$ cat src/rtl/mem_line_ctrl_pkg.sv
// Shared constants for the main-memory line controller: default geometry and FSM state encoding.
package mem_pkg;

  localparam int ADDR_W = 28;
  localparam int DATA_W = 32;
  localparam int WORDS  = 4;
  localparam int LAT    = 2;
  localparam int LINE_W = DATA_W * WORDS;
  localparam int OFF_W  = $clog2(WORDS);

  localparam logic [1:0] ST_IDLE   = 2'd0;
  localparam logic [1:0] ST_WAIT   = 2'd1;
  localparam logic [1:0] ST_ACCESS = 2'd2;
  localparam logic [1:0] ST_RESP   = 2'd3;

endpackage

$ cat src/rtl/mem_line_ctrl_if.sv
// Cache-side request/response handshake plus the single-word bank port of the line controller.
interface mem_line_ctrl_if #(
  parameter int ADDR_W = mem_pkg::ADDR_W,
  parameter int DATA_W = mem_pkg::DATA_W,
  parameter int WORDS  = mem_pkg::WORDS
);

  logic                     req_valid;
  logic                     req_ready;
  logic                     req_write;
  logic [ADDR_W-1:0]        req_addr;
  logic [DATA_W*WORDS-1:0]  req_wdata;
  logic                     resp_valid;
  logic                     resp_ready;
  logic [DATA_W*WORDS-1:0]  resp_rdata;
  logic [ADDR_W-1:0]        bank_addr;
  logic                     bank_we;
  logic [DATA_W-1:0]        bank_wdata;
  logic [DATA_W-1:0]        bank_rdata;

  // Cache controller and memory bank side.
  modport master (
    output req_valid, req_write, req_addr, req_wdata, resp_ready, bank_rdata,
    input  req_ready, resp_valid, resp_rdata, bank_addr, bank_we, bank_wdata
  );

  // The line controller.
  modport slave (
    input  req_valid, req_write, req_addr, req_wdata, resp_ready, bank_rdata,
    output req_ready, resp_valid, resp_rdata, bank_addr, bank_we, bank_wdata
  );

endinterface

$ cat src/rtl/mem_line_buf.sv
// WORDS x DATA_W line buffer: load whole line, write one word, read one word and the packed line.
module mem_line_buf #(
  parameter int DATA_W = mem_pkg::DATA_W,
  parameter int WORDS  = mem_pkg::WORDS
) (
  input  logic                       clk,
  input  logic                       rst,
  input  logic                       load,
  input  logic [DATA_W*WORDS-1:0]    load_data,
  input  logic                       wr,
  input  logic [$clog2(WORDS)-1:0]   idx,
  input  logic [DATA_W-1:0]          wr_data,
  output logic [DATA_W-1:0]          rd_word,
  output logic [DATA_W*WORDS-1:0]    line
);

  logic [DATA_W-1:0] mem [WORDS];

  // NOTE: this register file is reset on purpose; resp_rdata must read 0 out of reset.
  always_ff @(posedge clk or negedge rst) begin
    if (!rst) begin
      for (int i = 0; i < WORDS; i++) mem[i] <= '0;
    end else if (load) begin
      for (int i = 0; i < WORDS; i++) mem[i] <= load_data[i*DATA_W +: DATA_W];
    end else if (wr) begin
      mem[idx] <= wr_data;
    end
  end

  assign rd_word = mem[idx];

  // NOTE: default first so the packing loop cannot leave any bit unassigned (no latch).
  always_comb begin
    line = '0;
    for (int i = 0; i < WORDS; i++) line[i*DATA_W +: DATA_W] = mem[i];
  end

endmodule

$ cat src/rtl/mem_line_ctrl.sv
// Cache-line to single-word bank sequencer with fixed per-word latency.
// Define MEM_CTRL_CRITICAL_WORD_FIRST_EN to start refill reads at the requested word offset.
module mem_line_ctrl
  import mem_pkg::*;
#(
  parameter int ADDR_W = mem_pkg::ADDR_W,
  parameter int DATA_W = mem_pkg::DATA_W,
  parameter int WORDS  = mem_pkg::WORDS,
  parameter int LAT    = mem_pkg::LAT
) (
  input  logic            clk,
  input  logic            rst,
  mem_line_ctrl_if.slave  bus
);

  localparam int OFF_W  = $clog2(WORDS);
  localparam int LCNT_W = (LAT > 1) ? $clog2(LAT) : 1;
  localparam logic [LCNT_W-1:0] LAT_LAST = (LAT > 0) ? LCNT_W'(LAT - 1) : '0;
  localparam logic [OFF_W:0]    ACC_LAST = (OFF_W + 1)'(WORDS - 1);
  localparam logic [1:0]        ST_AFTER_WORD = (LAT == 0) ? ST_ACCESS : ST_WAIT;

  logic [1:0]        state;
  logic [LCNT_W-1:0] lat_cnt;
  logic [OFF_W-1:0]  idx;
  logic [OFF_W:0]    acc_cnt;
  logic              is_write;
  logic [ADDR_W-1:0] line_base;
  logic [OFF_W-1:0]  start_off;
  logic [DATA_W-1:0] cur_word;
  logic              buf_load;
  logic              buf_wr;

`ifdef MEM_CTRL_CRITICAL_WORD_FIRST_EN
  assign start_off = bus.req_write ? '0 : bus.req_addr[OFF_W-1:0];
`else
  assign start_off = '0;
`endif

  assign buf_load = (state == ST_IDLE) && bus.req_valid && bus.req_write;
  assign buf_wr   = (state == ST_ACCESS) && !is_write;

  mem_line_buf #(
    .DATA_W (DATA_W),
    .WORDS  (WORDS)
  ) u_buf (
    .clk       (clk),
    .rst       (rst),
    .load      (buf_load),
    .load_data (bus.req_wdata),
    .wr        (buf_wr),
    .idx       (idx),
    .wr_data   (bus.bank_rdata),
    .rd_word   (cur_word),
    .line      (bus.resp_rdata)
  );

  // Low base bits are always zero, so OR-ing the offset keeps the address inside the line.
  assign bus.bank_addr  = line_base | ADDR_W'(idx);
  assign bus.bank_we    = (state == ST_ACCESS) && is_write;
  assign bus.bank_wdata = cur_word;
  assign bus.req_ready  = (state == ST_IDLE);
  assign bus.resp_valid = (state == ST_RESP);

  // NOTE: non-blocking assignments so every register updates from pre-edge values.
  always_ff @(posedge clk or negedge rst) begin
    if (!rst) begin
      state     <= ST_IDLE;
      lat_cnt   <= '0;
      idx       <= '0;
      acc_cnt   <= '0;
      is_write  <= 1'b0;
      line_base <= '0;
    end else begin
      case (state)
        ST_IDLE: begin
          if (bus.req_valid) begin
            is_write  <= bus.req_write;
            line_base <= bus.req_addr & ~ADDR_W'(WORDS - 1);
            idx       <= start_off;
            acc_cnt   <= '0;
            lat_cnt   <= '0;
            state     <= ST_AFTER_WORD;
          end
        end
        ST_WAIT: begin
          if (lat_cnt == LAT_LAST) state <= ST_ACCESS;
          else                     lat_cnt <= lat_cnt + 1'b1;
        end
        ST_ACCESS: begin
          // Offset wraps modulo WORDS by width alone; the base never sees a carry.
          idx     <= idx + 1'b1;
          lat_cnt <= '0;
          acc_cnt <= acc_cnt + 1'b1;
          state   <= (acc_cnt == ACC_LAST) ? ST_RESP : ST_AFTER_WORD;
        end
        ST_RESP: begin
          if (bus.resp_ready) state <= ST_IDLE;
        end
        default: state <= ST_IDLE;
      endcase
    end
  end

endmodule

$ cat src/flat_wrapper.sv
// flat-port wrapper written by rule: the top's interface ports become plain ports
module mem_line_ctrl_flat import mem_pkg::*;
#(
  parameter int ADDR_W = mem_pkg::ADDR_W,
  parameter int DATA_W = mem_pkg::DATA_W,
  parameter int WORDS  = mem_pkg::WORDS,
  parameter int LAT    = mem_pkg::LAT
)
  (clk, rst, bus_req_valid, bus_req_write, bus_req_addr, bus_req_wdata, bus_resp_ready, bus_bank_rdata, bus_req_ready, bus_resp_valid, bus_resp_rdata, bus_bank_addr, bus_bank_we, bus_bank_wdata);
  mem_line_ctrl_if #(.ADDR_W(ADDR_W), .DATA_W(DATA_W), .WORDS(WORDS)) bus_i ();
  input  logic clk;
  input  logic rst;
  input wire logic [$bits(bus_i.req_valid)-1:0] bus_req_valid;
  input wire logic [$bits(bus_i.req_write)-1:0] bus_req_write;
  input wire logic [$bits(bus_i.req_addr)-1:0] bus_req_addr;
  input wire logic [$bits(bus_i.req_wdata)-1:0] bus_req_wdata;
  input wire logic [$bits(bus_i.resp_ready)-1:0] bus_resp_ready;
  input wire logic [$bits(bus_i.bank_rdata)-1:0] bus_bank_rdata;
  output wire logic [$bits(bus_i.req_ready)-1:0] bus_req_ready;
  output wire logic [$bits(bus_i.resp_valid)-1:0] bus_resp_valid;
  output wire logic [$bits(bus_i.resp_rdata)-1:0] bus_resp_rdata;
  output wire logic [$bits(bus_i.bank_addr)-1:0] bus_bank_addr;
  output wire logic [$bits(bus_i.bank_we)-1:0] bus_bank_we;
  output wire logic [$bits(bus_i.bank_wdata)-1:0] bus_bank_wdata;
  assign bus_i.req_valid = bus_req_valid;
  assign bus_i.req_write = bus_req_write;
  assign bus_i.req_addr = bus_req_addr;
  assign bus_i.req_wdata = bus_req_wdata;
  assign bus_i.resp_ready = bus_resp_ready;
  assign bus_i.bank_rdata = bus_bank_rdata;
  assign bus_req_ready = bus_i.req_ready;
  assign bus_resp_valid = bus_i.resp_valid;
  assign bus_resp_rdata = bus_i.resp_rdata;
  assign bus_bank_addr = bus_i.bank_addr;
  assign bus_bank_we = bus_i.bank_we;
  assign bus_bank_wdata = bus_i.bank_wdata;
  mem_line_ctrl #(.ADDR_W(ADDR_W), .DATA_W(DATA_W), .WORDS(WORDS), .LAT(LAT)) u_core (.clk(clk), .rst(rst), .bus(bus_i));
endmodule
$ cat config.mk
export PLATFORM = sky130hd
export DESIGN_NAME = mem_line_ctrl_flat
export DESIGN_NICKNAME = d
export VERILOG_FILES = /design/src/rtl/mem_line_ctrl_pkg.sv /design/src/rtl/mem_line_ctrl_if.sv /design/src/rtl/mem_line_buf.sv /design/src/rtl/mem_line_ctrl.sv /design/src/flat_wrapper.sv
export SDC_FILE = /design/constraint.sdc
export NUM_CORES = 1
export LEC_CHECK = 0
export ABC_AREA = 0
export CORE_MARGIN = 10
export CORE_UTILIZATION = 38
export DETAILED_ROUTE_END_ITERATION = 8
export PLACE_DENSITY = 0.82
export SETUP_SLACK_MARGIN = 0.02
export SKIP_CTS_REPAIR_TIMING = 1
export SLEW_MARGIN = 20
export SYNTH_ARGS = -nofsm -noshare
export SYNTH_HDL_FRONTEND = slang
export SYNTH_HIERARCHICAL = 1
export SYNTH_SLANG_ARGS = --single-unit
export TNS_END_PERCENT = 1
$ cat constraint.sdc
create_clock -name clk -period 1.75 [get_ports clk]
set_input_delay 0.35 -clock clk [delete_from_list [all_inputs] [get_ports clk]]
set_output_delay 0.35 -clock clk [all_outputs]
set_load 0.01 [all_outputs]
==> flow_summary.toml <==
[place]
pre_cts_slack_ps = -299
globalplace.congestion = 0.893
dp_hpwl_um = 27200
io_buffers = 381
placed_cells = 1585

[clock_tree]
cts-root-buf = "clkbuf_16"
cts_tree = "done"
h-tree-depth = 4
cts_sinks = 163
clk_pin_slew_ps = 70
cts_inserted_buffers = 17
clk_latency_ps = 420
ctsLongestPathBuffers = 2

[die]
design.core.area_sq_um = 21800
die_area_sq_um = 28600
die_h_um = 169
die_w_um = 169
rows = 54
io_pins = 384
initial_core_util = 0.387

[drt]
antenna_left = 0
vias = 8820
totalWireLength_um = 38000
via_per_inst = 5.43
drc_errors = 0
first_pass_iters = 5
routedWlPerCell_um = 23.4
first_iter_violations = 813

[timing]
slew_headroom = 0.706
fin_skew_ps = 13.7
finalHoldViolCount = 0
holdWs_ps = 432
period_minus_slack_ps = 2130
min_period_over_period = 1.22
fmax_mhz = 469
worst_pin_slew_ps = 440
layout_setup_ws_ps = -384
rsz0062_at_grt = "true"
maxSlewViolCount = 0
finalSetupViolCount = 146
fin_setup_tns_ps = -23690

[logic_synthesis]
synthFlopType = "dfrtp_1"
ys_seq_area_frac = 0.483
synth_edf_count = 0
synth.top_cells.by_count = "a21oi_1, dfrtp_1, nand2_1"
netlist_area_sq_um = 8440
yosys_warnings = 6
synth_top_area_frac = 0.483
synth_area_leader_cell = "dfrtp_1"
post-synth-top-count-cell = "a21oi_1"
async_flop_share = 1.00
yosys.cell_types.count = 29
synth.area.top_cells = "dfrtp_1, a21oi_1, nor2b_1, mux4_2, nand2_1"
synth_area_per_cell_sq_um = 10.0
synth_nets = 1039
ys_ff_latch = 163
netlist_instances = 844

[global_route]
grt_util_met3 = 0.0838
first_global_vias = 9197
met2_usage = 0.416
antenna_found_initial = 1
grtUsageMet1 = 0.290
track_usage = 0.247
top_usage_layer = "met2"
grt_max_degree = 38
grt_pass1_wl_um = 54700
overflow = 0

[worst_setup_path]
critical_path_class = "reg -> out"
crit_arrival_ps = 1780
r2r_start = "u_core/idx[0]"
crit_path_max_fanout = 7
cp-start-kind = "flop"
crit_path_end_kind = "output port"
r2r-end = "u_core/u_buf/line[13]"
worstPathRequired_ps = 1400
r2r_cells = 8
r2r_setup_slack_ps = -230

[power_and_ir_drop]
pwr-share-clk = 0.147
power_density_nw_per_um2 = 1720
intPower_mw = 15.7
swShare = 0.375
p_leak_nw = 7.24
p_sw_mw = 9.46
finalPower_mw = 25.2
seq_power_share = 0.277
power_frac_comb = 0.576
vdd.ir_drop.worst_v = 0.00105

[final_layout]
drive_gt1_frac = 0.266
syn_to_final_growth_pct = 73.9
fillers = 1575
fin_cells = 1625
nets = 1527

[hold_path]
hold_class = "in -> async"

[run]
maxCapViolations = 0

[status]
violations = "setup timing"
status = "finished with violations"
[registers in the layout (all words and copies together) (netlist names)]
| name | count |
|---|---|
| u_core/u_buf/line | 128 |
| u_core/line_base | 26 |
| u_core/acc_cnt | 3 |
| u_core/idx | 2 |
| u_core/state | 2 |
| u_core/is_write | 1 |
| u_core/lat_cnt | 1 |
[through the flow]
step | utilization | cell area [sq um]
6_report | 0.673 | 14700
5_1_grt | 0.673 | 14700
4_1_cts | 0.649 | 14200
3_5_place_dp | 0.623 | 13600
3_3_place_gp | 0.623 | 13600
2_1_floorplan | - | 8450
[kinds of logic after synthesis]
family | count (synthesis) | synth area share
multiplexers | 60 | 0.123
buffers and inverters | 72 | 0.0531
adder cells (fa/ha/maj) | 2 | 0.00296
AND/OR/NAND/NOR | 279 | 0.170
AO/OA/AOI/OAI | 268 | 0.168
flip-flops | 163 | 0.483
[routing by layer]
metal / up-vias / share of wire
li1: 3899 / -
met5: - / 0
met2: 543 / 0.49
met3: 87 / 0.10
met1: 4291 / 0.38
met4: 0 / 0.029
[layout by cell type (no fill, tap or decap), types with 2 or more instances in the layout]
| cell type | Yosys | routed |
|---|---|---|
| clkinv_4 | 0 | 4 |
| ha_1 | 2 | 2 |
| and3_4 | 0 | 2 |
| buf_12 | 0 | 23 |
| o21ai_0 | 8 | 8 |
| a21oi_2 | 19 | 66 |
| buf_8 | 0 | 2 |
| buf_6 | 16 | 9 |
| a21oi_1 | 238 | 191 |
| dlymetal6s2s_1 | 0 | 144 |
| clkbuf_2 | 0 | 32 |
| dfrtp_1 | 163 | 161 |
| mux4_2 | 32 | 32 |
| nor2b_1 | 128 | 128 |
| inv_6 | 0 | 4 |
| buf_4 | 8 | 122 |
| nor2_1 | 4 | 3 |
| clkdlybuf4s50_1 | 0 | 201 |
| inv_1 | 4 | 4 |
| clkinvlp_4 | 0 | 3 |
| and3b_2 | 2 | 2 |
| clkbuf_16 | 0 | 19 |
| nand2_1 | 135 | 135 |
| mux2_2 | 27 | 27 |
| dfrtp_2 | 0 | 2 |
| nand3b_1 | 2 | 2 |
[critical path, cell delays in order (launching register included)]
cell and delay [ps]:
dfrtp_2 390, buf_6 140, buf_12 150, mux4_2 510
buf_2 160
[power by group through the flow]
stage                     sequential (mW)  combinational (mW)  clock (mW)
after floorplan                      7.80                5.03           0
after CTS                            7.01                15.2        3.77
after global routing                 7.19                15.5        3.94
after global placement               6.96                14.8           0
final                                6.98                14.5        3.71
after detailed placement             7.07                15.1           0
[cell type report]
class / instances / area (sq um) / share of cell area
Timing Repair Buffer: 537 / 5550 / 0.378
Tap cell: 280 / 350 / 0.0239
Clock inverter: 12 / 123 / 0.00835
Clock buffer: 19 / 443 / 0.0302
Inverter: 4 / 15.0 / 0.00102
Antenna cell: 1 / 2.50 / 0.000170
Sequential cell: 163 / 4080 / 0.278
Multi-Input combinational cell: 609 / 4120 / 0.281
[worst max-delay path by stage]
stage | startpoint | to | slack (ps) | cells past startpoint
finish | u_core/idx[0] | bus_bank_wdata[31] | -380 | 4
global route | u_core/idx[0] | bus_bank_wdata[31] | -430 | 4
CTS | u_core/idx[0] | bus_bank_wdata[12] | -760 | 3
detailed placement | u_core/idx[0] | bus_bank_wdata[12] | -300 | 3
global placement | u_core/idx[0] | bus_bank_wdata[5] | -270 | 3
floorplan | u_core/state[0] | u_core/u_buf/line[0] | -10 | 8
(Power assumes the default switching activity.)
